[src/rtl/mem_pkg.sv]
// Shared memory-subsystem types: refill FSM states and the downstream beat width.
package mem_pkg;

    typedef enum logic [1:0] {
        IDLE,
        ISSUE,
        XFER
    } refill_state_t;

    localparam int MEM_BEAT_W = 64;

endpackage

[src/rtl/rr_arbiter.sv]
// Combinational round-robin arbiter: the first requester at or after ptr (wrapping) wins.
module rr_arbiter #(
    parameter int N     = 2,
    parameter int PTR_W = (N > 1) ? $clog2(N) : 1
) (
    input  logic [N-1:0]     req,
    input  logic [PTR_W-1:0] ptr,
    output logic [N-1:0]     grant
);

    // Scan from the farthest offset down so the nearest requester overwrites earlier hits.
    always_comb begin
        grant = '0;
        for (int off = N - 1; off >= 0; off--) begin
            if (req[(int'(ptr) + off) % N]) begin
                grant = '0;
                grant[(int'(ptr) + off) % N] = 1'b1;
            end
        end
    end

endmodule

[src/rtl/mem_refill_arbiter.sv]
// Shared L1 refill port: round-robin picks a missing cache, issues one line request,
// and streams the returned beats back with line-relative index and last marking.
module mem_refill_arbiter
    import mem_pkg::*;
#(
    parameter int N_REQ      = 2,
    parameter int LINE_BYTES = 64,
    parameter int WRAP_FIRST = 1,
    localparam int BEATS     = LINE_BYTES / 8,
    localparam int BEAT_W    = (BEATS > 1) ? $clog2(BEATS) : 1,
    localparam int ID_W      = (N_REQ > 1) ? $clog2(N_REQ) : 1
) (
    input  logic                  clk_i,
    input  logic                  reset_i,
    input  logic [N_REQ-1:0]      req_valid_i,
    input  logic [N_REQ*32-1:0]   req_addr_i,
    output logic [N_REQ-1:0]      req_ready_o,
    output logic                  mem_req_valid_o,
    output logic [31:0]           mem_req_addr_o,
    output logic [BEAT_W-1:0]     mem_req_beat_o,
    input  logic                  mem_req_ready_i,
    input  logic                  mem_rsp_valid_i,
    input  logic [MEM_BEAT_W-1:0] mem_rsp_data_i,
    output logic [N_REQ-1:0]      rsp_valid_o,
    output logic [MEM_BEAT_W-1:0] rsp_data_o,
    output logic [BEAT_W-1:0]     rsp_beat_o,
    output logic                  rsp_last_o
);

    localparam logic [BEAT_W-1:0] LAST_CNT  = BEAT_W'(BEATS - 1);
    localparam logic [31:0]       LINE_MASK = ~32'(LINE_BYTES - 1);

    refill_state_t state_q, state_d;

    logic [ID_W-1:0]       rr_ptr_q, req_id_q, win_id;
    logic [BEAT_W-1:0]     start_q, cnt_q, win_start;
    logic [31:0]           line_q, win_addr;
    logic [N_REQ-1:0]      grant;
    logic                  accept, issue_done, beat_cap, stray_rsp;

    logic [N_REQ-1:0]      vld_p1;
    logic [MEM_BEAT_W-1:0] rsp_data_p1;
    logic [BEAT_W-1:0]     rsp_beat_p1;
    logic                  rsp_last_p1;

    rr_arbiter #(
        .N     (N_REQ),
        .PTR_W (ID_W)
    ) u_arb (
        .req   (req_valid_i),
        .ptr   (rr_ptr_q),
        .grant (grant)
    );

    always_comb begin
        win_id = '0;
        for (int i = 0; i < N_REQ; i++) begin
            if (grant[i]) win_id = ID_W'(i);
        end
    end

    assign win_addr  = req_addr_i[32*int'(win_id) +: 32];
    assign win_start = (WRAP_FIRST != 0 && BEATS > 1) ? BEAT_W'(win_addr >> 3) : '0;

    // Grants are masked while reset is asserted so every output reads zero immediately.
    always_comb begin
        state_d     = state_q;
        accept      = 1'b0;
        issue_done  = 1'b0;
        beat_cap    = 1'b0;
        req_ready_o = '0;
        unique case (state_q)
            IDLE: begin
                if ((|grant) && reset_i) begin
                    accept      = 1'b1;
                    req_ready_o = grant;
                    state_d     = ISSUE;
                end
            end
            ISSUE: begin
                if (mem_req_ready_i) begin
                    issue_done = 1'b1;
                    state_d    = XFER;
                end
            end
            XFER: begin
                if (mem_rsp_valid_i) begin
                    beat_cap = 1'b1;
                    if (cnt_q == LAST_CNT) state_d = IDLE;
                end
            end
            default: state_d = IDLE;
        endcase
    end

    always_ff @(posedge clk_i or negedge reset_i) begin
        if (!reset_i) begin
            state_q  <= IDLE;
            rr_ptr_q <= '0;
            req_id_q <= '0;
            line_q   <= '0;
            start_q  <= '0;
            cnt_q    <= '0;
        end else begin
            state_q <= state_d;
            if (accept) begin
                req_id_q <= win_id;
                line_q   <= win_addr & LINE_MASK;
                start_q  <= win_start;
                rr_ptr_q <= (int'(win_id) == N_REQ - 1) ? '0 : win_id + ID_W'(1);
            end
            if (issue_done) begin
                cnt_q <= '0;
            end else if (beat_cap) begin
                cnt_q <= cnt_q + BEAT_W'(1);
            end
        end
    end

    assign mem_req_valid_o = (state_q == ISSUE);
    assign mem_req_addr_o  = line_q;
    assign mem_req_beat_o  = start_q;

    // Stage p1: captured memory beat, presented one cycle after it arrives.
    always_ff @(posedge clk_i or negedge reset_i) begin
        if (!reset_i) begin
            vld_p1      <= '0;
            rsp_data_p1 <= '0;
            rsp_beat_p1 <= '0;
            rsp_last_p1 <= 1'b0;
        end else begin
            vld_p1      <= beat_cap ? (N_REQ'(1) << req_id_q) : '0;
            rsp_last_p1 <= beat_cap && (cnt_q == LAST_CNT);
            if (beat_cap) begin
                rsp_data_p1 <= mem_rsp_data_i;
                rsp_beat_p1 <= start_q + cnt_q;
            end
        end
    end

    assign rsp_valid_o = vld_p1;
    assign rsp_data_o  = rsp_data_p1;
    assign rsp_beat_o  = rsp_beat_p1;
    assign rsp_last_o  = rsp_last_p1;

    assign stray_rsp = reset_i && mem_rsp_valid_i && (state_q != XFER);

    always @(posedge clk_i) begin
        assert (!stray_rsp) else $warning("mem_rsp_valid_i seen outside XFER, beat dropped");
    end

endmodule

[config.mk]
export PLATFORM = sky130hd
export DESIGN_NAME = mem_refill_arbiter
export DESIGN_NICKNAME = d
export VERILOG_FILES = /design/src/rtl/mem_pkg.sv /design/src/rtl/rr_arbiter.sv /design/src/rtl/mem_refill_arbiter.sv
export SDC_FILE = /design/constraint.sdc
export NUM_CORES = 1
export LEC_CHECK = 0
export ABC_AREA = 1
export CORE_MARGIN = 4
export CORE_UTILIZATION = 40
export DETAILED_ROUTE_END_ITERATION = 12
export GPL_ROUTABILITY_DRIVEN = 0
export PLACE_DENSITY = 0.81
export SLEW_MARGIN = 20
export SYNTH_ARGS = -nofsm -noshare
export SYNTH_HDL_FRONTEND = slang
export SYNTH_SLANG_ARGS = --single-unit
[constraint.sdc]
create_clock -name clk_i -period 1.7 [get_ports clk_i]
set_input_delay 0.425 -clock clk_i [delete_from_list [all_inputs] [get_ports clk_i]]
set_output_delay 0.425 -clock clk_i [all_outputs]
set_load 0.02 [all_outputs]
==> flow_summary.yaml <==
floorplanning:
  fp.dieH_microns: 116
  coreArea_sq_mm: 0.0114
  die_w_microns: 116
  die_area_sq_mm: 0.0134
  rows: 39
  initial_core_util_pct: 40.7
  ios: 242
clock_network:
  cts-root-buf: "clkbuf_16"
  cts_buffer_depth: 2
  ctsHoldBuffers: 0
  insertion_delay_ps: 340
  htreeDepth: 3
  cts_tree: "built"
  clkSlewWorstSetupHoldPaths_ps: 70
  cts_buffers: 9
  clock_sinks: 106
worst_setup_path:
  critical_path.max_stage_delay_ps: 390
  path_class: "register to output pin"
  critical_path_buf_inv_count: 2
  critPathSlowestCell: "dfrtp_1"
  arrival_ps: 1290
  start_kind: "register"
  path_cells: "nor2_2 -> nand2_2 -> nor2_4 -> nand2_2 -> inv_2 -> buf_6"
  crit_fanout: 2
  r2r_slack_ps: 180
  crit_top_cell: "nand2_2"
  crit_path_end_kind: "output pin"
  cp_top_family: "simple AND/OR/NAND/NOR gates"
  critPathRequiredTime_ps: 1270
route:
  vias_per_cell: 4.75
  wl_microns: 13400
  final_antenna_net_count: 0
  dr.pass1.iters: 5
  drc_errors: 0
  wl_per_cell_microns: 14.2
  drtIter0Drc: 232
  via_count: 4496
yosys:
  yosys.area_share.adder_pct: 1.24
  synth.ff_latch_count: 106
  synth-seq-area-share_pct: 57.3
  synth_mux_area_share_pct: 0
  yosysWarnings: 0
  synth-simple-area-share_pct: 33.9
  yosys.area_share.xor_xnor_pct: 0
  synth_top_family_by_area: "simple AND/OR/NAND/NOR gates"
  synth_compound_area_share_pct: 0.702
  syn-cell-area_sq_mm: 0.00463
  synthCells: 569
  syn_area_per_cell_sq_um: 8.14
  ys_types: 19
sta:
  period_needed_ps: 1710
  fmax_mhz: 584
  worst_slew_pin_slew_ps: 856
  slew_violations: 0
  finalSetupViolations: 2
  rsz0062_at_grt: "yes"
  fin_setup_tns_ps: -20.6
  finalHoldViolCount: 0
  relSlewSlack_pct: 42.9
  finalWorstSetupSlack_ps: -11.4
  period_share_pct: 101
  finClkSkew_ps: 8.23
place:
  post-dp-hpwl_microns: 10300
  port_buffers: 229
  dpl_cell_area_sq_mm: 0.00704
global_route:
  use_met3_pct: 4.28
  busiest_layer: "met2"
  grt_pass1_vias: 4484
  grt-ovfl-total: 0
  grt_pass1_wl_microns: 21100
  grt_max_degree: 72
  antenna_found_initial: 0
  grt_use_met2_pct: 35.1
  track_usage_pct: 19.7
  use_met1_pct: 23.5
final_layout:
  antenna_cells: 0
  final_core_util_pct: 63.7
  final_cell_mix: "nand2_1 (352), clkdlybuf4s50_1 (124), dfrtp_1 (106), dlygate4sd2_1 (101), nand3_1 (33)"
  nets: 936
  drive_gt1_share_pct: 5.85
  final_common_cell: "nand2_1"
  areaGrowthSynthToFinish_pct: 56.5
  post-route-cell-area_sq_mm: 0.00725
pwr:
  power_density_mw_per_mm2: 1620
  p_leak_nw: 3.97
  ir_drop_v: 0.000870
  p_total_mw: 11.7
outcome:
  violations: "setup timing"
  status: "finished with violations"
hold_path:
  min_path_type: "input port to async pin"
flow_run:
  cap_violations: 0
==> final timing paths <==
check / depth (start not counted) / to / start
worst min-delay path: 2 / rsp_data_o[36] / reset_i
worst max register to register: 8 / mem_req_addr_o[8] / state_q[0]
max in group asynchronous: 3 / rsp_last_o / reset_i
min in group clk_i: 1 / rsp_valid_o[0] / req_id_q
worst min register to register: 1 / rsp_valid_o[0] / req_id_q
worst max-delay path: 6 / req_ready_o[0] / state_q[0]
==> worst reg2reg max path, delay by kind of cell, from the launching register on <==
family                 cells  cell delay [ps]
buffers and inverters      3              570
and+or+nand+nor            5              460
DFF                        1              390
==> stage by stage <==
stage	instances	hold slack (ps)	setup WS [ps]
2_1_floorplan	574	129	304
3_3_place_gp	927	412	-563
3_5_place_dp	927	430	-595
4_1_cts	945	365	-103
5_1_grt	946	403	-80.8
6_report	946	333	-11.4
==> cell type report <==
class / count / area (sq um)
fillers: 1002 / 4120
flip-flops and latches: 106 / 2650
repair buffers: 248 / 2360
multi-input cells: 418 / 1710
clock buffers: 12 / 236
well taps: 143 / 179
inverters: 15 / 56.3
clock inverters: 4 / 52.6
==> Yosys cell counts, drive strengths merged <==
cell	instances	share of area (%)
nand2	357	29
dfrtp	106	57
buf	35	5.6
nand3	33	3.6
inv	15	1.2
nor2	10	1.0
o21ai	5	0.54
ha	3	0.81
nand3b	2	0.32
conb	1	0.081
fa	1	0.43
o31ai	1	0.16
==> state kept, by name, summed over array words and instances, names as in the netlist <==
signal / flops
cnt_q: 3
mem_req_addr_o: 26
mem_req_beat_o: 3
state_q: 2
rsp_data_o: 64
rsp_valid_o: 2
req_id_q: 1
rr_ptr_q: 1
rsp_last_o: 1
rsp_beat_o: 3
==> cell families (layout without fill, tap and decap cells) <==
group	count (synthesis)	count (layout)
AND/OR/NAND/NOR	402	402
flip-flops	106	106
other	1	6
adder cells (fa/ha/maj)	4	4
buffers and inverters	50	279
AO/OA/AOI/OAI	6	6
==> power breakdown <==
group | internal, mW | total, mW | switching (mW)
Combinational | 2.12 | 5.46 | 3.34
Clock | 1.14 | 2.00 | 0.856
Sequential | 3.64 | 4.25 | 0.610
Total | 6.91 | 11.7 | 4.81
==> routing by layer <==
| layer | vias to the layer above | part of all wire (%) |
|---|---|---|
| met4 | 0 | 2.7 |
| met3 | 30 | 7.3 |
| met5 | - | 0 |
| met1 | 2109 | 39 |
| li1 | 2173 | - |
| met2 | 184 | 51 |
==> repair_timing <==
action,CTS,global route
pin swaps,3,2
setup endpoints to repair,102,1
endpoints found under the hold margin,0,0
gates resized for setup,121,6
buffers inserted,2,1
cloned,0,0
Power figures use the tool's default switching activity.
